$ cat src/rtl/axi_r_responder.sv
// AXI read-channel responder: turns one AR burst at a time into memory reads
// and streams the results out on R through a 2-entry skid FIFO.
module axi_r_responder #(
  parameter int AddrWidth = 64,
  parameter int DataWidth = 64,
  parameter int IdWidth   = 4
) (
  input  logic                 clk_i,
  input  logic                 rst_ni,
  input  logic                 ar_valid_i,
  output logic                 ar_ready_o,
  input  logic [AddrWidth-1:0] ar_addr_i,
  input  logic [7:0]           ar_len_i,
  input  logic [2:0]           ar_size_i,
  input  logic [1:0]           ar_burst_i,
  input  logic [IdWidth-1:0]   ar_id_i,
  output logic                 r_valid_o,
  input  logic                 r_ready_i,
  output logic [DataWidth-1:0] r_data_o,
  output logic [1:0]           r_resp_o,
  output logic                 r_last_o,
  output logic [IdWidth-1:0]   r_id_o,
  output logic                 mem_req_o,
  output logic [AddrWidth-1:0] mem_addr_o,
  input  logic [DataWidth-1:0] mem_rdata_i,
  output logic                 busy_o
);

  // Handshakes: a transfer happens on a rising edge where valid && ready;
  // the sender holds payload stable while valid is high and ready is low.

  typedef enum logic {
    IDLE  = 1'b0,
    BURST = 1'b1
  } state_e;

  localparam logic [1:0] BurstIncr = 2'b01;
  localparam logic [1:0] RespOkay  = 2'b00;
  localparam logic [1:0] RespSlv   = 2'b10;

  state_e                state_q, state_d;
  logic [AddrWidth-1:0]  addr_q;
  logic [7:0]            len_q;
  logic [IdWidth-1:0]    id_q;
  logic                  err_q;
  logic [8:0]            issue_q;
  logic [7:0]            beat_q;
  logic                  inflight_q;
  logic [DataWidth-1:0]  fifo_q [2];
  logic                  wr_ptr_q, rd_ptr_q;
  logic [1:0]            count_q;

  logic ar_fire, r_fire, issue;

  assign r_valid_o = (count_q != 2'd0);
  assign r_fire    = r_valid_o && r_ready_i;
  assign ar_fire   = ar_valid_i && ar_ready_o;

  // A beat leaving the FIFO this cycle frees its slot for the read issued now,
  // which is what allows one beat per cycle with only two entries.
  assign issue = (state_q == BURST) && (issue_q <= {1'b0, len_q}) &&
                 (({1'b0, count_q} + {2'b00, inflight_q}) < (3'd2 + {2'b00, r_fire}));

  assign mem_req_o  = issue && !err_q;
  assign mem_addr_o = addr_q + AddrWidth'({issue_q, 3'b000});

  assign r_data_o = fifo_q[rd_ptr_q];
  assign r_resp_o = (r_valid_o && err_q) ? RespSlv : RespOkay;
  assign r_last_o = r_valid_o && (beat_q == len_q);
  assign r_id_o   = id_q;
  assign busy_o   = (state_q == BURST);

  always_comb begin
    state_d    = state_q;
    ar_ready_o = 1'b0;
    case (state_q)
      IDLE: begin
        ar_ready_o = rst_ni;
        if (ar_valid_i && rst_ni) state_d = BURST;
      end
      BURST: begin
        if (r_fire && r_last_o) state_d = IDLE;
      end
      default: state_d = IDLE;
    endcase
  end

  always_ff @(posedge clk_i or negedge rst_ni) begin
    if (!rst_ni) begin
      state_q    <= IDLE;
      addr_q     <= '0;
      len_q      <= '0;
      id_q       <= '0;
      err_q      <= 1'b0;
      issue_q    <= '0;
      beat_q     <= '0;
      inflight_q <= 1'b0;
      wr_ptr_q   <= 1'b0;
      rd_ptr_q   <= 1'b0;
      count_q    <= '0;
      fifo_q[0]  <= '0;
      fifo_q[1]  <= '0;
    end else begin
      state_q    <= state_d;
      inflight_q <= issue;
      if (ar_fire) begin
        addr_q  <= ar_addr_i;
        len_q   <= ar_len_i;
        id_q    <= ar_id_i;
        err_q   <= (ar_burst_i != BurstIncr) || (ar_size_i != 3'd3);
        issue_q <= '0;
        beat_q  <= '0;
      end else begin
        if (issue)  issue_q <= issue_q + 9'd1;
        if (r_fire) beat_q  <= beat_q + 8'd1;
      end
      // Error bursts still pass through the pipeline so beat timing is uniform.
      if (inflight_q) begin
        fifo_q[wr_ptr_q] <= err_q ? '0 : mem_rdata_i;
        wr_ptr_q         <= ~wr_ptr_q;
      end
      if (r_fire) rd_ptr_q <= ~rd_ptr_q;
      count_q <= count_q + {1'b0, inflight_q} - {1'b0, r_fire};
    end
  end

endmodule

$ cat config.mk
export PLATFORM = sky130hd
export DESIGN_NAME = axi_r_responder
export DESIGN_NICKNAME = d
export VERILOG_FILES = /design/src/rtl/axi_r_responder.sv
export SDC_FILE = /design/constraint.sdc
export NUM_CORES = 1
export LEC_CHECK = 0
export BUFFER_PORTS_ARGS = -buffer_cell sky130_fd_sc_hd__buf_2
export CORE_MARGIN = 2
export CORE_UTILIZATION = 35
export DETAILED_ROUTE_END_ITERATION = 7
export PLACE_DENSITY = 0.53
export SYNTH_ARGS = -nofsm -noshare
export SYNTH_HDL_FRONTEND = slang
export SYNTH_SLANG_ARGS = --single-unit
$ cat constraint.sdc
create_clock -name clk_i -period 3.4 [get_ports clk_i]
set_input_delay 0.34 -clock clk_i [delete_from_list [all_inputs] [get_ports clk_i]]
set_output_delay 0.34 -clock clk_i [all_outputs]
set_load 0.05 [all_outputs]
==> impl_metrics.yaml, run 1 <==
detailed_routing:
  via_per_inst: 4.79
  drt_iter0_markers: 431
  postRouteWirelength_um: 33000
  drc: 0
  post_drt_wl_per_cell_um: 16.0
  drtAntennaViolNets: 0
  drtPass1Iterations: 6
  routed-via-count: 9890
sta:
  finalCritPeriodShare_pct: 97.0
  rsz0062_at_grt: "yes"
  skew_ns: 0.00845
  setup_viol: 0
  worst_slack_ns: 0.103
  clock.fmax_mhz: 303
  finalHoldViolations: 0
  slew_violations: 0
  worst_pin_slew_ns: 1.00
  slew_headroom_pct: 33.2
  setup_tns_ns: 0
  finalCriticalPeriod_ns: 3.30
critical_path:
  cpPeakStageDelay_ns: 0.45
  path_common_cell: "buf_4"
  path_cells: "ha_4 > fa_2 > a21o_1 > a221o_1 > a22oi_1 > buf_4 > nor4_2 > xor2_1 > buf_4"
  cp.arrival_ns: 2.96
  crit_required_ns: 3.06
  slowest_stage: "dfrtp_2"
  cp-end-kind: "output pin"
  crit_type: "register to output pin"
  critPathLaunchType: "register"
  cp_max_fo: 8
global_routing:
  antenna_found_initial: 2
  grt_usage_pct: 18.6
  grt_max_degree: 108
  grt_first_pass_wirelength_um: 52400
  grt_pass1_vias: 10100
  grt_overflow: 0
die:
  die-area_sq_mm: 0.0347
  die_h_um: 186
  core_sq_mm: 0.0326
  die_x_um: 186
  rows: 66
  start_util_pct: 35.6
  num_io_pins: 288
final_layout:
  nFillCells: 3207
  multi_input_area_sq_mm: 0.00569
  mostFrequentLayoutCells: "nand2_1, buf_2, dfrtp_1"
  area_growth_pct: 32.3
  layout_commonest_cell: "nand2_1"
  seq_area_sq_mm: 0.00571
  nNetsFinal: 1774
  fin_util_pct: 47.1
  drive_gt1_share_pct: 29.1
  stdcell_count: 2064
job:
  drv_cap: 0
pwr:
  p_leak_nw: 7.45
  total_power_mw: 16.4
  vdd_ir_drop_max_uv: 625
  power_density_mw_per_mm2: 1070
yosys:
  synthFlopType: "dfrtp_1"
  yosysSeqAreaShare_pct: 49.1
  ys_ff_latch: 228
  async_flop_share_pct: 100
  mappedNetlistNets: 1439
  avgSynthCellArea_sq_um: 9.17
  ys_types: 56
  syn_inst: 1266
  netlist_area_sq_mm: 0.0116
  synth-edff-count: 0
  yosysWarnings: 0
placed_design:
  dpl.cell_count: 1942
  dp_hpwl_um: 22700
  place_ws_ns: 0.419
  place.port_buffers: 286
  globalplace.congestion: 0.840
clocking:
  cts_max_level: 1
  cts.clk_slew.worst_paths_ns: 0.06
  clk_latency_ns: 0.54
  tritoncts: "yes"
  clockBufferDepth: 3
  root_buffer: "clkbuf_16"
  clock-sinks: 228
  numCtsBuffers: 28
outcome:
  outcome: "complete, no violations"
min_path:
  worstHoldPathType: "input port to register"
==> report_power, final <==
group | switching, mW | total (mW) | internal (mW)
Sequential | 1.06 | 5.02 | 3.97
Combinational | 5.92 | 8.40 | 2.47
Clock | 1.17 | 2.96 | 1.79
Total | 8.15 | 16.4 | 8.23
==> worst paths after layout <==
kind	from	end	slack [ns]	cells after the start
max	issue_q[0]$_DFFE_PN0P_	mem_addr_o[35]	0.10	9
min	ar_len_i[2]	len_q[2]$_DFFE_PN0P_	0.02	3
max reg2reg	inflight_q$_DFF_PN0_	issue_q[3]$_DFFE_PN0P_	0.96	6
min reg2reg	fifo_q[111]$_DFFE_PN0P_	fifo_q[111]$_DFFE_PN0P_	0.47	2
max in group asynchronous	rst_ni	addr_q[48]$_DFFE_PN0P_	1.44	4
min in group asynchronous	rst_ni	count_q[0]$_DFF_PN0_	0.57	3
==> stage by stage <==
stage                     cell area, sq um  hold slack, ns
after floorplan                      11600          0.0444
after global placement               13500           0.455
after detailed placement             13500           0.461
after CTS                            15200        0.000873
after global routing                 15400          0.0147
final                                15400          0.0216
==> synth_stat cells (3+ instances only) <==
library cell	number	area (sq um)
o211ai_1	7	52.6
a211oi_1	8	60.1
nand4_1	24	150
nor4_1	5	31.3
inv_1	21	78.8
nand2b_1	67	419
and3_1	10	62.6
clkbuf_1	67	251
ha_1	23	288
and4_1	3	26.3
o21ai_0	147	736
a21oi_1	19	95.1
a21o_1	5	37.5
or4_1	5	37.5
nand3_1	25	125
nand2_1	357	1340
buf_4	4	30.0
o31ai_1	3	22.5
xor2_1	39	342
xnor2_1	36	315
dfrtp_1	228	5710
nor3_1	16	80.1
or2_2	3	18.8
a2111oi_0	6	52.6
mux2_2	64	721
and2_1	6	37.5
buf_1	3	11.3
nor4_2	3	37.5
nor2_1	25	93.8
==> cell type report <==
cell class	count	area share (%)
diodes	1	0.0163
clock buffers	41	5.27
clock inverters	9	0.733
inverters	21	0.513
multi-input cells	942	37.0
flip-flops and latches	228	37.2
well taps	442	3.60
repair buffers	380	15.6
==> timing repair <==
| action | 4_1_cts | 5_1_grt |
|---|---|---|
| buffers inserted | 2 | 7 |
| hold endpoints to repair | 110 | 0 |
| endpoints found under the setup margin | 35 | 43 |
| hold buffers | 62 | 0 |
| gates resized for setup | 43 | 30 |
| pin swaps | 4 | 5 |
==> critical path: cells and delay by family (launching register included) <==
| kind | cells | cell delay, ns |
|---|---|---|
| DFF | 1 | 0.45 |
| xor gates and xnor gates | 1 | 0.20 |
| and+or+nand+nor | 1 | 0.06 |
| adders and majority gates | 2 | 0.51 |
| AOI/OAI and AO/OA | 3 | 0.73 |
| buffers and inverters | 2 | 0.45 |
==> metal layers <==
layer,track usage [%],up-vias,wire length (um)
met5,0,-,18
met4,5.23,2,842
met3,4.56,54,2280
met2,30.4,272,14800
met1,24.7,4635,15000
li1,-,4927,-
==> state kept, by name, indices dropped and copies added (netlist names) <==
name and cells:
fifo_q 128, addr_q 64, issue_q 9, beat_q 8
len_q 8, r_id_o 4, count_q 2, busy_o 1
err_q 1, inflight_q 1, rd_ptr_q 1, wr_ptr_q 1
==> cells by family after synthesis <==
| family | synth area share, % |
|---|---|
| other | 0.0323 |
| buffers and inverters | 3.24 |
| multiplexers | 6.38 |
| adder cells (fa/ha/maj) | 2.65 |
| AO/OA/AOI/OAI | 10.5 |
| AND/OR/NAND/NOR | 22.5 |
| flip-flops | 49.1 |
| XOR/XNOR | 5.66 |
Power figures use the tool's default switching activity.
==> inputs of run 2 (changes only) <==
==> constraint.sdc (replaced) <==
create_clock -name clk_i -period 3.05 [get_ports clk_i]
set_input_delay 0.305 -clock clk_i [delete_from_list [all_inputs] [get_ports clk_i]]
set_output_delay 0.305 -clock clk_i [all_outputs]
set_load 0.05 [all_outputs]
==> impl_metrics.yaml, run 2 (synthesis results as in run 1) <==
outcome:
  outcome: "finished with violations"
  violations: "setup timing"
critical_path:
  reg2reg_setup_slack_ns: 0.61
  crit_required_ns: 2.74
  cp.arrival_ns: 2.95
  crit_type: "register to output pin"
  cp_max_fo: 6
  cp-end-kind: "output pin"
  critPathLaunchType: "register"
job:
  drv_cap: 0
die:
  die-area_sq_mm: 0.0347
  die_x_um: 186
  die_h_um: 186
  rows: 66
  num_io_pins: 288
  core_sq_mm: 0.0326
  start_util_pct: 35.6
placed_design:
  globalplace.congestion: 0.846
  dp_hpwl_um: 22600
  place.port_buffers: 286
  place_ws_ns: 0.192
pwr:
  p_sw_mw: 9.42
  combinationalPowerShare_pct: 53.8
  power_density_mw_per_mm2: 1150
  vdd_ir_drop_max_uv: 808
  total_power_mw: 19.3
  p_int_mw: 9.88
  power_frac_clock_pct: 17.6
  p_seq_share_pct: 28.7
  swShare_pct: 48.8
  p_leak_nw: 7.99
clocking:
  tritoncts: "yes"
  numCtsBuffers: 27
  clk_latency_ns: 0.55
  clock-sinks: 228
  clockBufferDepth: 3
  cts_max_level: 1
  cts.clk_slew.worst_paths_ns: 0.06
  root_buffer: "clkbuf_16"
detailed_routing:
  drt_iter0_markers: 524
  drtAntennaViolNets: 0
  via_per_inst: 4.84
  drc: 0
  routed-via-count: 10300
  drtPass1Iterations: 5
  postRouteWirelength_um: 35000
  post_drt_wl_per_cell_um: 16.5
sta:
  rsz0062_at_grt: "yes"
  finalCritPeriodShare_pct: 107
  slew_headroom_pct: 29.4
  setup_viol: 38
  slew_violations: 0
  finalCriticalPeriod_ns: 3.26
  worst_slack_ns: -0.209
  finalHoldViolations: 0
  skew_ns: 0.0185
  clock.fmax_mhz: 307
  worst_pin_slew_ns: 1.06
final_layout:
  area_growth_pct: 44.5
  nFillCells: 3012
  layout_commonest_cell: "nand2_1"
  top_regs: "fifo_q x128, addr_q x64, issue_q x9"
  regMostFlops: "fifo_q"
  largest_reg_flops: 128
  drive_gt1_share_pct: 34.6
  n_antenna_cell: 0
  mostFrequentLayoutCells: "nand2_1, buf_2, dfrtp_1"
  nNetsFinal: 1835
  fin_util_pct: 51.5
global_routing:
  grt_usage_pct: 19.3
  antenna_found_initial: 0
  grt_first_pass_wirelength_um: 53900
  grt_max_degree: 108
  grt_pass1_vias: 10200
  grt_overflow: 0
min_path:
  worstHoldPathType: "input port to register"
[run 2: cell count changes in the layout (fill, tap and decap cells not counted), sizes merged]
cell,previous run,this run
buf,316,361
clkinvlp,1,0
bufinv,2,3
dlygate4sd3,62,77
inv,21,22
nand2,357,358
clkinv,6,1
clkbuf,43,47
diode,1,0
[run 2: through the flow]
| step | std cells | cell area (sq um) | setup TNS [ns] | hold WS, ns |
|---|---|---|---|---|
| floorplan | 1266 | 11700 | -0.0476 | 0.00941 |
| global placement | 1954 | 13800 | 0 | 0.454 |
| detailed placement | 1954 | 13800 | 0 | 0.457 |
| CTS | 2095 | 16200 | -5.15 | 0.00130 |
| global route | 2124 | 16800 | -8.52 | 0.0165 |
| finish | 2124 | 16800 | -3.77 | 0.0279 |
[run 2: final cells by class]
type                            count  area (sq um)  area share [%]
Clock buffer                       44           820            4.88
Clock inverter                      5           115           0.686
Inverter                           21          78.8           0.470
Multi-Input combinational cell    943          6330            37.7
Sequential cell                   228          5720            34.1
Tap cell                          442           553            3.29
Timing Repair Buffer              441          3180            18.9
[run 2: what timing repair did]
| item | 4_1_cts | 5_1_grt |
|---|---|---|
| endpoints found under the setup margin | 53 | 54 |
| pin swaps | 22 | 44 |
| resized for setup | 133 | 78 |
| setup buffers | 14 | 26 |
| endpoints found under the hold margin | 233 | 0 |
| hold buffers | 77 | 0 |
| gates cloned | 1 | 3 |
[run 2: layer usage]
metal | routed length, um | global-route usage (%) | share of wire, %
met5 | 0 | 0 | 0
met4 | 737 | 4.60 | 2.1
met3 | 2480 | 4.77 | 7.1
met2 | 15900 | 31.0 | 46
met1 | 15800 | 26.4 | 45
[run 2: worst max-delay path, stage by stage, from the launching register on]
cell	delay, ns
dfrtp_2	0.41
nand3_4	0.15
or3_4	0.48
or4_4	0.66
nor4_4	0.30
xor2_2	0.23
buf_6	0.19
[run 2: worst paths after layout]
check / startpoint / to / depth (start not counted)
min in group asynchronous: rst_ni / beat_q[6]$_DFFE_PN0P_ / 3
max in group asynchronous: rst_ni / fifo_q[46]$_DFFE_PN0P_ / 4
setup reg to reg: inflight_q$_DFF_PN0_ / issue_q[3]$_DFFE_PN0P_ / 5
setup / recovery: addr_q[40]$_DFFE_PN0P_ / mem_addr_o[57] / 6
hold / removal: mem_rdata_i[7] / fifo_q[71]$_DFFE_PN0P_ / 3
hold reg to reg: r_id_o[2]$_DFFE_PN0P_ / r_id_o[2]$_DFFE_PN0P_ / 2
[run 2: power groups by stage]
stage | combinational, mW | clock (mW) | sequential, mW
floorplan | 7.11 | 0 | 5.40
global placement | 9.36 | 0 | 5.54
detailed placement | 9.40 | 0 | 5.57
CTS | 10.2 | 3.48 | 5.53
global route | 11.2 | 3.62 | 5.74
finish | 10.4 | 3.39 | 5.54
==> inputs of run 3 (changes only) <==
==> constraint.sdc (replaced) <==
create_clock -name clk_i -period 3.05 [get_ports clk_i]
set_input_delay 0.1525 -clock clk_i [delete_from_list [all_inputs] [get_ports clk_i]]
set_output_delay 0.1525 -clock clk_i [all_outputs]
set_load 0.05 [all_outputs]
==> impl_metrics.yaml, run 3 (synthesis results as in run 1) <==
placed_design:
  dp_hpwl_um: 22200
  place.port_buffers: 286
  globalplace.congestion: 0.788
clocking:
  cts_max_level: 1
  cts.clk_slew.worst_paths_ns: 0.06
  root_buffer: "clkbuf_16"
  clockBufferDepth: 3
  numCtsBuffers: 27
  clk_latency_ns: 0.55
  clock-sinks: 228
  tritoncts: "yes"
sta:
  skew_ns: 0.0110
  rsz0062_at_grt: "yes"
  finalHoldViolations: 0
  slew_violations: 0
  worst_slack_ns: -0.0684
  clock.fmax_mhz: 321
  setup_viol: 10
  finalCritPeriodShare_pct: 102
  worst_pin_slew_ns: 1.06
  finalCriticalPeriod_ns: 3.12
  slew_headroom_pct: 29.1
  setup_tns_ns: -0.375
  fin_hold_ws_ns: 0.102
detailed_routing:
  routed-via-count: 10400
  postRouteWirelength_um: 34700
  drt_iter0_markers: 422
  post_drt_wl_per_cell_um: 16.0
  drtPass1Iterations: 5
  drtAntennaViolNets: 0
  via_per_inst: 4.79
  drc: 0
final_layout:
  fin_util_pct: 51.9
  drive_gt1_share_pct: 31.2
  regMostFlops: "fifo_q"
  nFillCells: 3047
  mostFrequentLayoutCells: "nand2_1, buf_2, dfrtp_1"
  multi_input_area_sq_mm: 0.00610
  layout_commonest_cell: "nand2_1"
  nNetsFinal: 1879
  seq_area_sq_mm: 0.00571
  top_regs: "fifo_q x128, addr_q x64, issue_q x9"
  area_growth_pct: 45.7
  largest_reg_flops: 128
critical_path:
  crit_type: "register to output pin"
  crit_required_ns: 2.90
  cp-end-kind: "output pin"
  critPathLaunchType: "register"
  cp.arrival_ns: 2.97
  cpPeakStageDelay_ns: 0.41
  slowest_stage: "a221o_2"
  path_cells: "ha_2 > fa_2 > a21o_1 > a221o_2 > a21oi_4 > buf_4 > nor4_4 > xor2_2 > buf_6"
  cp_max_fo: 5
pwr:
  p_sw_mw: 9.36
  p_int_mw: 9.63
  p_seq_share_pct: 29.4
  vdd_ir_drop_max_uv: 869
  power_frac_clock_pct: 17.0
  combinationalPowerShare_pct: 53.6
  p_leak_nw: 8.12
  power_density_mw_per_mm2: 1120
  total_power_mw: 19.0
  swShare_pct: 49.3
min_path:
  worstHoldPathType: "input port to async pin"
die:
  num_io_pins: 288
  start_util_pct: 35.6
  die_x_um: 186
  rows: 66
  die-area_sq_mm: 0.0347
  core_sq_mm: 0.0326
  die_h_um: 186
global_routing:
  antenna_found_initial: 1
  grt_first_pass_wirelength_um: 54800
  grt_pass1_vias: 10500
  grt_overflow: 0
  grt_usage_pct: 19.5
  grt_max_degree: 183
outcome:
  violations: "setup timing"
  outcome: "finished with violations"
job:
  drv_cap: 0
run 3: area by class of cell:
cell class	count	share of cell area, %
timing repair buffer	485	21.2
inverter	21	0.466
clock buffer	42	4.86
antenna	1	0.0148
tap	442	3.27
clock inverter	6	0.414
multi-input combinational	943	36.0
sequential	228	33.8
run 3: worst max-delay path, delay by kind of cell, from the launching register on:
family	cells	cell delay (ns)
simple gates	1	0.07
compound gates	3	0.84
flops	1	0.38
xor+xnor	1	0.17
buf+inv	2	0.41
fa+ha+maj	2	0.55
run 3: power by group through the flow:
stage,Sequential [mW],Combinational (mW),Clock [mW]
finish,5.59,10.2,3.22
global route,5.81,10.9,3.47
CTS,5.60,9.91,3.34
detailed placement,5.62,9.26,0
global placement,5.56,9.23,0
floorplan,5.39,7.10,0
run 3: per-layer routing:
metal  global-route usage (%)  vias to the layer above  routed length [um]
li1                         -                     5141                   -
met1                     26.3                     4922               16000
met2                     32.6                      280               15900
met3                     4.23                       36                2220
met4                     3.94                        0                 563
met5                        0                        -                   0
run 3: through the flow:
step                      instances  worst slack, ns  area [sq um]
after floorplan                1266           0.0374         11700
after global placement         1944            0.225         13700
after detailed placement       1944            0.180         13700
after CTS                      2147           -0.109         16500
after global routing           2167           -0.148         16900
final                          2168          -0.0684         16900
run 3: path summary, 6_finish.rpt:
path	from	end	slack, ns	cells past startpoint
min reg2reg	fifo_q[59]$_DFFE_PN0P_	fifo_q[59]$_DFFE_PN0P_	0.47	2
max reg2reg	inflight_q$_DFF_PN0_	issue_q[3]$_DFFE_PN0P_	0.67	6
max in group asynchronous	rst_ni	fifo_q[54]$_DFFE_PN0P_	1.54	3
min	rst_ni	fifo_q[15]$_DFFE_PN0P_	0.10	2
min in group clk_i	ar_valid_i	addr_q[16]$_DFFE_PN0P_	0.16	4
max	issue_q[0]$_DFFE_PN0P_	mem_addr_o[57]	-0.07	9
run 3: timing repair:
item                                    in CTS  in global routing
buffers inserted                            10                 19
gates cloned                                 1                  1
resized for setup                          106                 51
hold endpoints to repair                   252                  0
endpoints found under the setup margin      48                 50
hold buffers                               144                  0
pin swaps                                   13                 23
